## src/rtl/alu_ctrl_pkg.sv

```systemverilog
// Shared constants for the ALU operation sequencer: control-unit class
// selectors, funct7 groups, ALU/MDU operation codes and the FSM state type.
package alu_ctrl_pkg;

    // ALU_Op classes driven by the main control unit
    localparam logic [2:0] ALU_OP_R      = 3'b000;
    localparam logic [2:0] ALU_OP_I      = 3'b001;
    localparam logic [2:0] ALU_OP_LUI    = 3'b010;
    localparam logic [2:0] ALU_OP_BRANCH = 3'b011;
    localparam logic [2:0] ALU_OP_LDST   = 3'b100;
    localparam logic [2:0] ALU_OP_AUIPC  = 3'b101;
    localparam logic [2:0] ALU_OP_JAL    = 3'b110;

    // funct7 groups: base integer, alternate (SUB/SRA), M extension
    localparam logic [6:0] F7_BASE   = 7'h00;
    localparam logic [6:0] F7_ALT    = 7'h20;
    localparam logic [6:0] F7_MULDIV = 7'h01;

    // Operation codes (5 bits is the minimum to carry the M-ext codes)
    localparam logic [4:0] OP_ADD    = 5'd0;
    localparam logic [4:0] OP_SUB    = 5'd1;
    localparam logic [4:0] OP_XOR    = 5'd2;
    localparam logic [4:0] OP_OR     = 5'd3;
    localparam logic [4:0] OP_AND    = 5'd4;
    localparam logic [4:0] OP_SLL    = 5'd5;
    localparam logic [4:0] OP_SRL    = 5'd6;
    localparam logic [4:0] OP_SRA    = 5'd7;
    localparam logic [4:0] OP_SLT    = 5'd8;
    localparam logic [4:0] OP_SLTU   = 5'd9;
    localparam logic [4:0] OP_LUI    = 5'd10;
    localparam logic [4:0] OP_MUL    = 5'd16;
    localparam logic [4:0] OP_MULH   = 5'd17;
    localparam logic [4:0] OP_MULHSU = 5'd18;
    localparam logic [4:0] OP_MULHU  = 5'd19;
    localparam logic [4:0] OP_DIV    = 5'd20;
    localparam logic [4:0] OP_DIVU   = 5'd21;
    localparam logic [4:0] OP_REM    = 5'd22;
    localparam logic [4:0] OP_REMU   = 5'd23;

    // Sequencer states
    typedef enum logic {
        ST_IDLE = 1'b0,
        ST_BUSY = 1'b1
    } seq_state_e;

    // funct3 -> code for the base integer ops shared by R and I classes
    function automatic logic [4:0] base_code(input logic [2:0] funct3);
        logic [4:0] code;
        code = OP_ADD;
        case (funct3)
            3'd0:    code = OP_ADD;
            3'd1:    code = OP_SLL;
            3'd2:    code = OP_SLT;
            3'd3:    code = OP_SLTU;
            3'd4:    code = OP_XOR;
            3'd5:    code = OP_SRL;
            3'd6:    code = OP_OR;
            default: code = OP_AND;
        endcase
        return code;
    endfunction

endpackage

```

## src/rtl/alu_op_decode.sv

```systemverilog
// Combinational selector decode: {funct7, ALU_Op, funct3} -> operation code,
// multiply/divide class flags and an illegal flag. Illegal selectors map to ADD.
module alu_op_decode
    import alu_ctrl_pkg::*;
(
    input  logic [6:0] funct7_i,
    input  logic [2:0] ALU_Op_i,
    input  logic [2:0] funct3_i,
    output logic [4:0] code_o,
    output logic       is_mul_o,
    output logic       is_div_o,
    output logic       illegal_o
);

    // Decode the selector; any unmatched combination falls to illegal/ADD
    always_comb begin
        code_o    = OP_ADD;
        is_mul_o  = 1'b0;
        is_div_o  = 1'b0;
        illegal_o = 1'b0;
        case (ALU_Op_i)
            ALU_OP_R: begin
                case (funct7_i)
                    F7_BASE: code_o = base_code(funct3_i);
                    F7_ALT: begin
                        if (funct3_i == 3'd0)      code_o    = OP_SUB;
                        else if (funct3_i == 3'd5) code_o    = OP_SRA;
                        else                       illegal_o = 1'b1;
                    end
                    F7_MULDIV: begin
                        // MUL..MULHU occupy funct3 0-3, DIV..REMU occupy 4-7
                        code_o   = {2'b10, funct3_i};
                        is_mul_o = ~funct3_i[2];
                        is_div_o = funct3_i[2];
                    end
                    default: illegal_o = 1'b1;
                endcase
            end
            ALU_OP_I: begin
                // Only the shift immediates constrain funct7
                if (funct3_i == 3'd1) begin
                    if (funct7_i == F7_BASE) code_o    = OP_SLL;
                    else                     illegal_o = 1'b1;
                end else if (funct3_i == 3'd5) begin
                    if (funct7_i == F7_BASE)     code_o    = OP_SRL;
                    else if (funct7_i == F7_ALT) code_o    = OP_SRA;
                    else                         illegal_o = 1'b1;
                end else begin
                    code_o = base_code(funct3_i);
                end
            end
            ALU_OP_LUI:    code_o = OP_LUI;
            ALU_OP_BRANCH: code_o = OP_SUB;
            ALU_OP_LDST,
            ALU_OP_AUIPC,
            ALU_OP_JAL:    code_o = OP_ADD;
            default:       illegal_o = 1'b1;
        endcase
    end

endmodule

```

## src/rtl/alu_op_sequencer.sv

```systemverilog
// ALU operation sequencer. Registers the decoded operation code, issues base
// ops at one per cycle and holds multi-cycle M-ext ops with a busy counter.
// Handshake: an op is accepted when valid_i & ready_o at a rising edge;
// ready_o is high only in IDLE with kill_i low, and selector inputs are
// sampled only on accept. valid_o/illegal_o/mdu_start_o are one-cycle pulses.
module alu_op_sequencer
    import alu_ctrl_pkg::*;
#(
    parameter int OP_WIDTH   = 5,
    parameter int MUL_CYCLES = 4,
    parameter int DIV_CYCLES = 32
) (
    input  logic                clk,
    input  logic                reset,
    input  logic                valid_i,
    output logic                ready_o,
    input  logic                kill_i,
    input  logic [6:0]          funct7_i,
    input  logic [2:0]          ALU_Op_i,
    input  logic [2:0]          funct3_i,
    output logic [OP_WIDTH-1:0] ALU_Operation_o,
    output logic                mdu_start_o,
    output logic                valid_o,
    output logic                illegal_o
);

    localparam int MAX_CYCLES = (MUL_CYCLES > DIV_CYCLES) ? MUL_CYCLES : DIV_CYCLES;
    localparam int CNT_W      = $clog2(MAX_CYCLES) + 1;

    seq_state_e           state_q;
    logic [CNT_W-1:0]     cnt_q;
    logic [CNT_W-1:0]     cnt_load_d;
    logic [OP_WIDTH-1:0]  op_q;
    logic                 mdu_start_q;
    logic                 valid_q;
    logic                 illegal_q;

    logic [4:0]           dec_code;
    logic                 dec_is_mul;
    logic                 dec_is_div;
    logic                 dec_illegal;

    alu_op_decode u_decode (
        .funct7_i  (funct7_i),
        .ALU_Op_i  (ALU_Op_i),
        .funct3_i  (funct3_i),
        .code_o    (dec_code),
        .is_mul_o  (dec_is_mul),
        .is_div_o  (dec_is_div),
        .illegal_o (dec_illegal)
    );

    // Busy length for the op being offered: the count ends at 0 on the last busy cycle
    always_comb begin
        cnt_load_d = CNT_W'(MUL_CYCLES - 1);
        if (dec_is_div) cnt_load_d = CNT_W'(DIV_CYCLES - 1);
    end

    // Sequencer FSM, counter and registered outputs; reset beats kill beats accept
    always_ff @(posedge clk) begin
        if (reset) begin
            state_q     <= ST_IDLE;
            cnt_q       <= '0;
            op_q        <= '0;
            mdu_start_q <= 1'b0;
            valid_q     <= 1'b0;
            illegal_q   <= 1'b0;
        end else begin
            mdu_start_q <= 1'b0;
            valid_q     <= 1'b0;
            illegal_q   <= 1'b0;
            if (kill_i) begin
                state_q <= ST_IDLE;
                cnt_q   <= '0;
            end else begin
                case (state_q)
                    ST_IDLE: begin
                        // ready_o is high here because kill_i is low
                        if (valid_i) begin
                            op_q <= OP_WIDTH'(dec_code);
                            if (dec_is_mul || dec_is_div) begin
                                mdu_start_q <= 1'b1;
                                cnt_q       <= cnt_load_d;
                                state_q     <= ST_BUSY;
                            end else begin
                                valid_q   <= 1'b1;
                                illegal_q <= dec_illegal;
                            end
                        end
                    end
                    ST_BUSY: begin
                        if (cnt_q == '0) begin
                            valid_q <= 1'b1;
                            state_q <= ST_IDLE;
                        end else begin
                            cnt_q <= cnt_q - CNT_W'(1);
                        end
                    end
                    default: state_q <= ST_IDLE;
                endcase
            end
        end
    end

    assign ready_o         = (state_q == ST_IDLE) && !kill_i;
    assign ALU_Operation_o = op_q;
    assign mdu_start_o     = mdu_start_q;
    assign valid_o         = valid_q;
    assign illegal_o       = illegal_q;

endmodule

```

## config.mk

```make
export PLATFORM = sky130hd
export DESIGN_NAME = alu_op_sequencer
export DESIGN_NICKNAME = d
export VERILOG_FILES = /design/src/rtl/alu_ctrl_pkg.sv /design/src/rtl/alu_op_decode.sv /design/src/rtl/alu_op_sequencer.sv
export SDC_FILE = /design/constraint.sdc
export NUM_CORES = 1
export LEC_CHECK = 0
export ABC_AREA = 1
export ABC_CLOCK_PERIOD_IN_PS = 2890
export BUFFER_PORTS_ARGS = -buffer_cell sky130_fd_sc_hd__buf_2
export CORE_MARGIN = 2
export CORE_UTILIZATION = 26
export CTS_CLUSTER_SIZE = 10
export DETAILED_ROUTE_END_ITERATION = 12
export HOLD_SLACK_MARGIN = 0.1
export SYNTH_ARGS = -nofsm -noshare
export SYNTH_HDL_FRONTEND = slang
export SYNTH_HIERARCHICAL = 1
export SYNTH_SLANG_ARGS = --single-unit
```

## constraint.sdc

```tcl
create_clock -name clk -period 2.89 [get_ports clk]
set_input_delay 0.289 -clock clk [delete_from_list [all_inputs] [get_ports clk]]
set_output_delay 0.289 -clock clk [all_outputs]
set_load 0.02 [all_outputs]
```

## After elaboration in Yosys (flattened, before gate mapping)

Cells that the tools add are included.

| storage, ports and cells | value |
|---|---|
| bits in registers | 15 |
| input port bits | 17 |
| output and inout bits | 9 |
| word-level logic and storage cells | 79 |

| cells by class | value |
|---|---|
| $add $sub $neg | 1 |
| equal/unequal tests | 17 |
| mux-type cells | 37 |
| bitwise operators | 4 |
| reduce and logical (&&, ||, !) cells | 14 |

Operators with widths:

| kind | number |
|---|---|
| $pmux W4 S7 | 1 |
| $mux W5 | 5 |
| $pmux W4 S5 | 1 |
| $pmux W5 S4 | 1 |
| $eq A3 B3 Y1 const B | 6 |
| $mux W6 | 3 |
| $mux W1 | 17 |
| $pmux W5 S3 | 1 |
| $eq A3 B2 Y1 const B | 4 |
| $pmux W6 S2 | 1 |
| $reduce_or A5 Y1 | 2 |
| $mux W3 | 3 |
| $eq A7 B1 Y1 const B | 1 |
| $eq A7 B6 Y1 const B | 1 |
| $logic_not A7 Y1 | 1 |
| $eq A3 B1 Y1 const B | 2 |
| $logic_not A3 Y1 | 2 |
| $logic_not A6 Y1 | 1 |
| $ne A2 B2 Y1 const B | 3 |
| $pmux W1 S2 | 3 |
| $reduce_and A3 Y1 | 2 |
| $sub A6 B1 Y6 const B | 1 |
| $not A1 Y1 | 4 |
| $reduce_or A2 Y1 | 2 |
| other kinds (5) | 5 |

## Longest topological paths before layout

| depth | value |
|---|---|
| word-level depth | 7 |
| gate-level depth with buffers | 15 |
| gate-level depth less buffers | 15 |

## Cells and area by module

The synthesis kept the hierarchy.

By module, submodules not included:

| module | instances | cells an instance | area an instance (um^2) | sequential area each (um^2) |
|---|---|---|---|---|
| alu_op_sequencer | 1 | 97 | 694.4 | 300.3 |
| alu_op_decode | 1 | 92 | 464.2 | 0.0 |

## Worst setup path before layout

OpenSTA, ideal clock, no wires.

| path | value |
|---|---|
| kind | input-to-reg |
| start point | input port funct7_i[5] |
| end point | register cnt_q[3] |
| setup time | 0.116 ns |
| data arrival time | 1.409 ns |
| data required time | 2.774 ns |
| path slack | 1.365 ns |
| stages on the path | 14 |
| buffers on the path | 0 |
| cells stage by stage | inv_2 nand2_1 nor2_1 nand2_1 inv_1 nand2_1 nor2_1 nor2_1 inv_1 nand3_2 nand2_4 clkinv_4 nor2_1 nor2_1 |

| on the way | value |
|---|---|
| word-level cells in the longest chain between the ends | 7 |
| elaborated cells on any way between the ends | 12 |
| classes of those cells | eq/ne (2); mux (8); reduce/logical (2) |

Ends and longest elaborated chain:

| item | RTL line | source |
|---|---|---|
| start, declared | alu_op_sequencer.sv:18 | `input logic [6:0] funct7_i,` |
| $eq A7 B1 Y1 * | alu_op_decode.sv:23 | `case (funct7_i)` |
| $mux W1 * | alu_op_decode.sv:23 |  |
| $mux W1 * | alu_op_decode.sv:21 | `case (ALU_Op_i)` |
| named net dec_is_div | alu_op_sequencer.sv:40 | `logic dec_is_div;` |
| $mux W5 | alu_op_sequencer.sv:56 | `if (dec_is_div) cnt_load_d = CNT_W'(DIV_CYCLES - 1);` |
| $mux W6 | alu_op_sequencer.sv:81 | `if (dec_is_mul \|\| dec_is_div) begin` |
| $mux W6 | alu_op_sequencer.sv:79 | `if (valid_i) begin` |
| $pmux W6 S2 | alu_op_sequencer.sv:76 | `case (state_q)` |
| end signal, assigned | alu_op_sequencer.sv:83 | `cnt_q <= cnt_load_d;` |
| end signal, assigned | alu_op_sequencer.sv:96 | `cnt_q <= cnt_q - CNT_W'(1);` |
| end, declared | alu_op_sequencer.sv:31 | `logic [CNT_W-1:0] cnt_q;` |

Mark *: on every way through the listed nets, which the timed path passes. The rest lies on a longest branch. The select of a mux whose other input is x is not followed.
A chain may end at the register's enable or synchronous reset.

## Worst setup path after layout

| path | value |
|---|---|
| start point | input port funct7_i[5] |
| end point | register cnt_q[4] |

Same word-level chain as after synthesis.

==> run_results.csv <==
group,metric,value,unit
status,status,"finished, final reports clean",
clock_network,clkTransAtPathRegs,60,ps
placement,place_inst,266,
global_routing,grt_start_max_net_pins,9,
sta,worstMarginPinSlew,346,ps
hold_path,hold_path_class,"primary input to register",
final_layout,finalNetCount,240,
clock_network,root_buffer,"clkbuf_8",
pwr,seq_power_share,0.460,
die,start_util,0.268,
die,die_x,70.8,um
detailed_routing,antenna_left,0,
die,die_area,5010,um^2
pwr,cellLeakagePower,0.000762,uW
yosys,yosysSeqAreaShare,0.259,
clock_network,clock_path_buffers,2,
clock_network,postCtsHoldBufs,0,
yosys,ys_ff_latch,15,
sta,hold_viol,0,
sta,post-route-min-period,1570,ps
critical_path,timing.rr.start,"cnt_q[0]$_SDFFE_PP0P_",
sta,period_share,0.544,
detailed_routing,drt-pass1-iter-count,4,
die,coreArea,4320,um^2
critical_path,startpoint,"funct7_i[5]",
yosys,postSynthAreaPerCell,6.13,um^2
placement,placed_cell_area,1350,um^2
final_layout,drive_gt1_frac,0.243,
placement,portBuffers,25,
pwr,pwr-share-clk,0.377,
global_routing,grt_pass1_vias,1043,
placement,gp_congestion,0.886,
yosys,synth.area.top_cells,"dfxtp_1 (26%), nand2_1 (15%), inv_1 (8.7%), nor2_1 (7.8%), nand3_1 (7.3%)",
yosys,ys_types,22,
sta,clock_skew,1.59,ps
final_layout,n_antenna_cell,0,
critical_path,criticalPathCategory,"primary input to register",
pwr,max-vdd-ir-drop,0.000102,V
pwr,p_comb_frac,0.163,
clock_network,cts_tree,"yes",
yosys,yosys.area.top_type,"dfxtp_1",
critical_path,cp.required,3030,ps
detailed_routing,routed_wl,2630,um
clock_network,cts_buffers,3,
global_routing,grt-ovfl-total,0,
hold_path,min-delay-start,"reset",
yosys,syn_area,1160,um^2
critical_path,crit_fanout,6,
final_layout,synthToLayoutAreaGrowth,20.3,%
global_routing,grt_usage,0.111,
global_routing,antenna_found_initial,0,
placement,dpl.hpwl,2150,um
clock_network,post-cts-setup-buffers,0,
global_routing,grt_pass1_wl,4540,um
clock_network,clock_latency,250,ps
die,die_y,70.8,um
detailed_routing,via_per_inst,4.59,
sta,setup_viol,0,
yosys,synth.top_cell.area_share,0.259,
pwr,p_sw_frac,0.270,
clock_network,ctsHtreeMaxLevel,1,
critical_path,start_kind,"primary input",
final_layout,final_cell_area,1390,um^2
pwr,switchingPower,123,uW
critical_path,end_kind,"register",
critical_path,crit_arrival,1720,ps
sta,fmax,636,MHz
clock_network,post_cts_resized,0,
die,fp-row-count,24,
final_layout,stdcell_count,270,
run,cap_violations,0,
detailed_routing,vias,1238,
final_layout,fillers,490,
yosys,syn_inst,189,
detailed_routing,drcViolationCount,0,
sta,rsz0062_at_grt,"false",
sta,drv_slew,0,
pwr,power_density,326,nW/um^2
yosys,synth_nets,210,
detailed_routing,routedWlPerCell,9.74,um
yosys,yosys_warnings,6,
detailed_routing,drtIter0Drc,101,
die,io_pins,26,
sta,maxSlewHeadroom,0.769,
clock_network,cts.sinks,15,
pwr,intPower,332,uW
sta,setup_tns,0,ps
-- cell usage in the layout, fill, tap and decap left out --
cell type and instances:
a21oi_1 11, clkinv_4 1, o311ai_1 1, clkbuf_1 1
inv_2 5, buf_2 25, nor3_1 4, o21ai_1 5
nor2_2 7, nor4_1 1, nand2_1 47, nor2_1 24
dfxtp_1 15, nand3_1 17, a31oi_1 2, nand2_4 3
a21oi_2 2, ha_1 4, nand3_2 2, nor2_8 1
o21ai_0 6, nand2_2 2, inv_1 27, clkbuf_8 3
nor2_4 2
-- area by class of cell --
| class | instances | area, um^2 | share of cell area |
|---|---|---|---|
| flip-flops and latches | 15 | 300 | 0.215 |
| clock buffers | 4 | 45.0 | 0.0323 |
| repair buffers | 25 | 125 | 0.0898 |
| well taps | 52 | 65.1 | 0.0467 |
| inverters | 33 | 129 | 0.0925 |
| multi-input cells | 141 | 729 | 0.523 |
-- cell families (layout without fill, tap and decap cells) --
kind of cell | Yosys count | count (layout) | share of synthesized area
fa+ha+maj | 4 | 4 | 0.0432
buf+inv | 33 | 62 | 0.111
compound gates | 27 | 27 | 0.129
simple gates | 110 | 110 | 0.458
flops | 15 | 15 | 0.259
-- synth_stat cells, drive strengths merged --
| library cell | instances |
|---|---|
| nand2 | 52 |
| nor2 | 34 |
| inv | 32 |
| nand3 | 19 |
| dfxtp | 15 |
| a21oi | 13 |
| o21ai | 11 |
| ha | 4 |
| nor3 | 4 |
| a31oi | 2 |
| clkinv | 1 |
| nor4 | 1 |
| o311ai | 1 |
-- worst max-delay path: stages --
cell and delay (ps):
buf_2 110, inv_2 70, nand2_1 50, nor2_1 130, nand2_1 140, inv_1 100, nand2_1 80, nor2_1 130
nor2_1 80, inv_1 100, nand3_2 100, nand2_4 120, clkinv_4 70, nor2_1 110, nor2_1 50
-- power groups by stage --
| stage | logic, uW | registers [uW] | clock network, uW |
|---|---|---|---|
| global route | 83.8 | 209 | 186 |
| finish | 74.2 | 209 | 171 |
| CTS | 74.8 | 209 | 176 |
| global placement | 74.2 | 213 | 0 |
| detailed placement | 74.4 | 214 | 0 |
| floorplan | 41.9 | 216 | 0 |
-- state kept, by name, summed over array words and instances, names as in the netlist --
| name | count |
|---|---|
| cnt_q | 6 |
| ALU_Operation_o | 5 |
| illegal_o | 1 |
| mdu_start_o | 1 |
| state_q | 1 |
| valid_o | 1 |
-- through the flow --
step	hold WS, ps	utilization	total power (uW)	worst slack (ps)
CTS	300	0.322	459	1320
global route	314	0.322	479	1110
global placement	454	0.312	288	1130
floorplan	358	-	258	1360
finish	306	0.322	454	1320
detailed placement	455	0.312	288	1050
-- routing by layer --
metal,part of all wire,routed length (um),track usage
met4,0.026,68,0.0629
met2,0.40,1060,0.158
met3,0.061,160,0.0114
met1,0.51,1340,0.162
met5,0,0,0
-- worst paths after layout --
path | endpoint | slack (ps) | cells past startpoint
hold reg to reg | ALU_Operation_o[4]$_SDFFE_PP0P_ | 460 | 2
hold / removal | ALU_Operation_o[2]$_SDFFE_PP0P_ | 310 | 2
setup reg to reg | cnt_q[2]$_SDFFE_PP0P_ | 1630 | 8
setup / recovery | cnt_q[4]$_SDFFE_PP0P_ | 1320 | 15
Note: power is estimated with default switching activity, not from simulation.
